===== src/rtl/core_pkg.sv =====
// Shared widths and the write-back request type for the register-file write side.
package core_pkg;
  localparam int XLEN  = 32;
  localparam int RA_W  = 6;
  localparam int NREGS = 32;

  typedef struct packed {
    logic [RA_W-1:0] rd;
    logic [XLEN-1:0] data;
  } wb_req_t;

  // x0 and indices beyond the architectural file never write and never track.
  function automatic logic rd_legal(input logic [RA_W-1:0] rd);
    return (rd != '0) && (32'(rd) < NREGS);
  endfunction
endpackage


===== src/rtl/wb_scoreboard.sv =====
// Pending-write scoreboard: one busy bit per architectural register plus hazard lookups.
module wb_scoreboard
  import core_pkg::*;
(
  input  logic             clk,
  input  logic             rst_n,
  input  logic             flush,
  input  logic             set_en,
  input  logic [RA_W-1:0]  set_idx,
  input  logic             clr_en,
  input  logic [RA_W-1:0]  clr_idx,
  input  logic [RA_W-1:0]  rs1,
  input  logic [RA_W-1:0]  rs2,
  input  logic [RA_W-1:0]  rd,
  output logic [NREGS-1:0] busy_o,
  output logic             hz_rs1,
  output logic             hz_rs2,
  output logic             hz_rd
);
  localparam int IDX_W = $clog2(NREGS);

  logic [NREGS-1:0] busy_q;
  logic [NREGS-1:0] busy_d;

  function automatic logic lookup(input logic [NREGS-1:0] v, input logic [RA_W-1:0] idx);
    return rd_legal(idx) && v[idx[IDX_W-1:0]];
  endfunction

  // Clear is applied before set so that a coincident set of the same bit wins.
  always_comb begin
    busy_d = busy_q;
    if (flush) begin
      busy_d = '0;
    end else begin
      if (clr_en && rd_legal(clr_idx)) busy_d[clr_idx[IDX_W-1:0]] = 1'b0;
      if (set_en && rd_legal(set_idx)) busy_d[set_idx[IDX_W-1:0]] = 1'b1;
    end
  end

  always_ff @(posedge clk or negedge rst_n) begin
    if (!rst_n) busy_q <= '0;
    else        busy_q <= busy_d;
  end

  assign busy_o = busy_q;
  assign hz_rs1 = lookup(busy_q, rs1);
  assign hz_rs2 = lookup(busy_q, rs2);
  assign hz_rd  = lookup(busy_q, rd);
endmodule


===== src/rtl/rf_writeback.sv =====
// Register-file write-side controller: MEM>ALU result arbiter, registered write port,
// and issue gating against the pending-write scoreboard.
module rf_writeback
  import core_pkg::*;
(
  input  logic             clk,
  input  logic             rst_n,
  input  logic             flush,
  input  logic             iss_valid,
  input  logic [RA_W-1:0]  iss_rd,
  input  logic [RA_W-1:0]  iss_rs1,
  input  logic [RA_W-1:0]  iss_rs2,
  output logic             iss_ready,
  input  logic             alu_valid,
  input  logic [RA_W-1:0]  alu_rd,
  input  logic [XLEN-1:0]  alu_data,
  output logic             alu_ready,
  input  logic             mem_valid,
  input  logic [RA_W-1:0]  mem_rd,
  input  logic [XLEN-1:0]  mem_data,
  output logic             mem_ready,
  output logic             rf_we,
  output logic [RA_W-1:0]  rf_waddr,
  output logic [XLEN-1:0]  rf_wdata,
  output logic [NREGS-1:0] busy_o
);
  logic            mem_acc;
  logic            alu_acc;
  wb_req_t         req;
  logic            we_d;
  logic            we_q;
  logic [RA_W-1:0] waddr_d;
  logic [RA_W-1:0] waddr_q;
  logic [XLEN-1:0] wdata_d;
  logic [XLEN-1:0] wdata_q;
  logic            hz_rs1;
  logic            hz_rs2;
  logic            hz_rd;
  logic            iss_fire;

  // Readies are forced low while reset is held.
  assign mem_ready = rst_n && !flush;
  assign alu_ready = rst_n && !flush && !mem_valid;
  assign iss_ready = rst_n && !flush && !hz_rs1 && !hz_rs2 && !hz_rd;

  assign mem_acc  = mem_valid && mem_ready;
  assign alu_acc  = alu_valid && alu_ready;
  assign iss_fire = iss_valid && iss_ready;

  always_comb begin
    req     = mem_acc ? '{rd: mem_rd, data: mem_data} : '{rd: alu_rd, data: alu_data};
    we_d    = (mem_acc || alu_acc) && rd_legal(req.rd);
    waddr_d = waddr_q;
    wdata_d = wdata_q;
    if (we_d) begin
      waddr_d = req.rd;
      wdata_d = req.data;
    end
  end

  always_ff @(posedge clk or negedge rst_n) begin
    if (!rst_n) begin
      we_q    <= 1'b0;
      waddr_q <= '0;
      wdata_q <= '0;
    end else begin
      we_q    <= we_d;
      waddr_q <= waddr_d;
      wdata_q <= wdata_d;
    end
  end

  assign rf_we    = we_q;
  assign rf_waddr = waddr_q;
  assign rf_wdata = wdata_q;

  // Busy bits clear on the edge that ends the rf_we cycle, not at accept.
  wb_scoreboard u_sb (
    .clk     (clk),
    .rst_n   (rst_n),
    .flush   (flush),
    .set_en  (iss_fire),
    .set_idx (iss_rd),
    .clr_en  (we_q),
    .clr_idx (waddr_q),
    .rs1     (iss_rs1),
    .rs2     (iss_rs2),
    .rd      (iss_rd),
    .busy_o  (busy_o),
    .hz_rs1  (hz_rs1),
    .hz_rs2  (hz_rs2),
    .hz_rd   (hz_rd)
  );
endmodule

===== config.mk =====
export PLATFORM = sky130hd
export DESIGN_NAME = rf_writeback
export DESIGN_NICKNAME = d
export VERILOG_FILES = /design/src/rtl/core_pkg.sv /design/src/rtl/wb_scoreboard.sv /design/src/rtl/rf_writeback.sv
export SDC_FILE = /design/constraint.sdc
export NUM_CORES = 1
export LEC_CHECK = 0
export ABC_AREA = 1
export CORE_AREA = 2 2 141 143
export DETAILED_ROUTE_END_ITERATION = 6
export DIE_AREA = 0 0 143 145
export HOLD_SLACK_MARGIN = 0.05
export PLACE_DENSITY_LB_ADDON = 0.3
export SYNTH_ARGS = -nofsm -noshare
export SYNTH_HDL_FRONTEND = slang
export SYNTH_SLANG_ARGS = --single-unit

===== constraint.sdc =====
create_clock -name clk -period 2.21 [get_ports clk]
set_input_delay 0.5525 -clock clk [delete_from_list [all_inputs] [get_ports clk]]
set_output_delay 0.5525 -clock clk [all_outputs]
set_load 0.02 [all_outputs]

==> results of run 1 <==
final cells by class:
class                      count  area [µm²]  area share, %
clock inverter                 5        82.6           1.03
multi-input combinational    528        2620           32.7
sequential                    71        1780           22.3
tap                          265         332           4.14
clock buffer                  10         239           2.98
inverter                      57         233           2.90
timing repair buffer         293        2720           34.0
routing by layer:
layer | global-route usage (%) | vias up | routed length (µm)
met3 | 4.98 | 17 | 1820
met4 | 4.01 | 0 | 224
met5 | 0 | - | 0
li1 | - | 2883 | -
met1 | 24.6 | 2689 | 8040
met2 | 29.0 | 285 | 8830
metrics by stage:
stage               hold WS [ps]  std cells
CTS                          290       1220
detailed placement           516       1197
floorplan                    257        698
global placement             510       1197
finish                       270       1229
global route                 309       1229
where the power goes:
group	internal [mW]	leakage, nW	switching, mW	total [mW]
combinational	0.717	2.45	0.802	1.52
sequential	1.47	0.883	0.123	1.59
clock	1.01	0.147	0.578	1.59
sequential cells by signal, indices dropped and copies added, names as in the netlist:
signal / flops
rf_waddr: 6
rf_wdata: 32
rf_we: 1
u_sb.busy_o: 32
Yosys cell counts:
cell / n
a21oi_1: 41
clkbuf_1: 15
nor2_8: 1
o22ai_1: 1
buf_6: 10
dfrtp_1: 71
mux2i_1: 3
o21ai_1: 8
buf_2: 12
nand2_1: 177
inv_1: 50
and2_1: 1
nor2_1: 93
a21boi_0: 1
buf_1: 1
or2_2: 1
a41o_1: 1
nor3_1: 17
o211ai_1: 7
nand3_1: 59
inv_2: 7
nor2_4: 1
nand3b_1: 2
o21bai_1: 1
o21ai_0: 41
nand2_2: 1
buf_4: 4
o31ai_1: 7
a31oi_1: 32
nand4_1: 32
worst min path at each step:
stage | from | to | slack [ps] | depth (start not counted)
finish | rst_n | rf_wdata[11] | 270 | 2
global route | rst_n | rf_wdata[12] | 310 | 2
CTS | rst_n | rf_wdata[12] | 290 | 2
detailed placement | rf_waddr[5] | rf_waddr[5] | 520 | 2
global placement | rf_waddr[5] | rf_waddr[5] | 510 | 2
floorplan | rst_n | rf_waddr[0] | 260 | 0
what timing repair did:
action / in CTS / in global routing
endpoints found under the setup margin: 72 / 54
pin swaps: 15 / 8
gates resized for setup: 113 / 25
gates cloned: 2 / 2
buffers inserted: 6 / 7
logic make-up (layout without fill, tap and decap cells):
group	Yosys count	after routing	synth area share, %
AOI/OAI and AO/OA	140	140	16.6
and+or+nand+nor	385	385	35.1
muxes	3	3	0.635
buffers and inverters	99	365	10.1
DFF	71	71	37.6
==> flow_summary.ini, run 1 <==
[run_status]
outcome = complete, but fails checks
violations = negative setup slack

[worst_setup_path]
crit_top_cell = nor2_4
worstReg2RegStart = u_sb.busy_o[21]
r2r_cells = 13
rrSetupSlack_ps = 190
path_max_fanout = 4
worstSetupPathType = flop to output pin
slowest_delay_ps = 430
end_kind = output pin
timing.critical_path.required_ps = 1660
crit-reg2reg-capture = u_sb.busy_o[18]
crit_chain = buf_4, nand2_1, nand3_1, nand3_1, nand3_2, nor2_4, nor2_4, nor2_4, and2_4, buf_6
crit_arrival_ps = 1840
crit_cells = 10
crit_start = u_sb.busy_o[21]
cp_num_buf_inv = 2
endpoint = iss_ready
startpoint_type = flop
critical_path.slowest_cell = dfrtp_1
critical_path.top_delay_family = simple AND/OR/NAND/NOR gates

[placement]
io_buffer_count = 173
hpwl_um = 14300
place_area_um2 = 7360
gp_congestion = 0.839
pre_cts_ws_ps = -1150

[cts]
cts.sinks = 71
clk_pin_slew_ps = 60
htreeDepth = 3
cts_buffers = 9
insertion_delay_ps = 340
root_buffer = clkbuf_16
cts_hold_buffers = 0
clock_path_buffers = 2
tritoncts = built

[cells_and_area]
drive_above_1_share_pct = 20.0
final_cell_area_um2 = 8020
syn_to_final_growth_pct = 69.5
finalCoreUtilization_pct = 41.7
final_common_cell = nand2_1
fin_nets = 1060
fill_cells = 2019
layout_common_cells = 175 x nand2_1, 154 x clkdlybuf4s50_1, 101 x buf_4
diodes = 0

[global_routing]
grt_pass1_wl_um = 30100
grt_antenna_before_repair = 0
grt_max_degree = 51
grt_pass1_vias = 5564
grt_usage_pct = 18.2
overflow = 0

[floorplanning]
die_h_um = 145
start_util_pct = 24.6
die_area_um2 = 20700
die_w_um = 143
core_area_um2 = 19200
rows = 51
num_io_pins = 174

[yosys]
yosysWarnings = 0
syn_area_per_cell_um2 = 6.78
synthCells = 698
synth_top_area_share_pct = 37.6
ys_seq_elements = 71
yosysTopAreaCell = dfrtp_1
ys_seq_area_share_pct = 37.6
synth_area_um2 = 4730
syn_nets = 798
ys_types = 30
synthTopCellsByArea = dfrtp_1 38%, nand2_1 14%, nor2_1 7.4%, nand3_1 6.2%, a21oi_1 4.3%

[timing]
maxSlewViolCount = 0
finClkSkew_ps = 4.93
layout_min_cycle_time_ps = 2390
max_freq_mhz = 418
hold_viol_final = 0
post-route-period-util_pct = 108
setup_viol = 1
maxSlewHeadroom_pct = 63.7
worst_pin_slew_ps = 545
worst_slack_ps = -181
rsz0062_at_grt = true
fin_setup_tns_ps = -181

[routing]
routed_wl_um = 18900
first_pass_iters = 5
viasPerCell = 4.78
ant_nets = 0
drc = 0
drt-initial-drc-count = 342
wl_per_cell_um = 15.4
via_count = 5874

[hold_path]
hp-class = input port to async pin

[pwr]
p_total_mw = 4.70
leakagePower_nw = 3.48
power_density_nw_per_um2 = 586
vdd_drop_max_uv = 436

[run]
cap_violations = 0
Note: power is estimated with default switching activity, not from simulation.
==> run 2: changes to the inputs <==
CAP_MARGIN = 20   (was unset)
==> results of run 2 <==
The final DEF is identical to that of run 1; final timing and power are the same.
==> run 3: changes to the inputs <==
CTS_CLUSTER_DIAMETER = 60   (was unset)
==> results of run 3 <==
The final DEF is identical to that of run 1; final timing and power are the same.
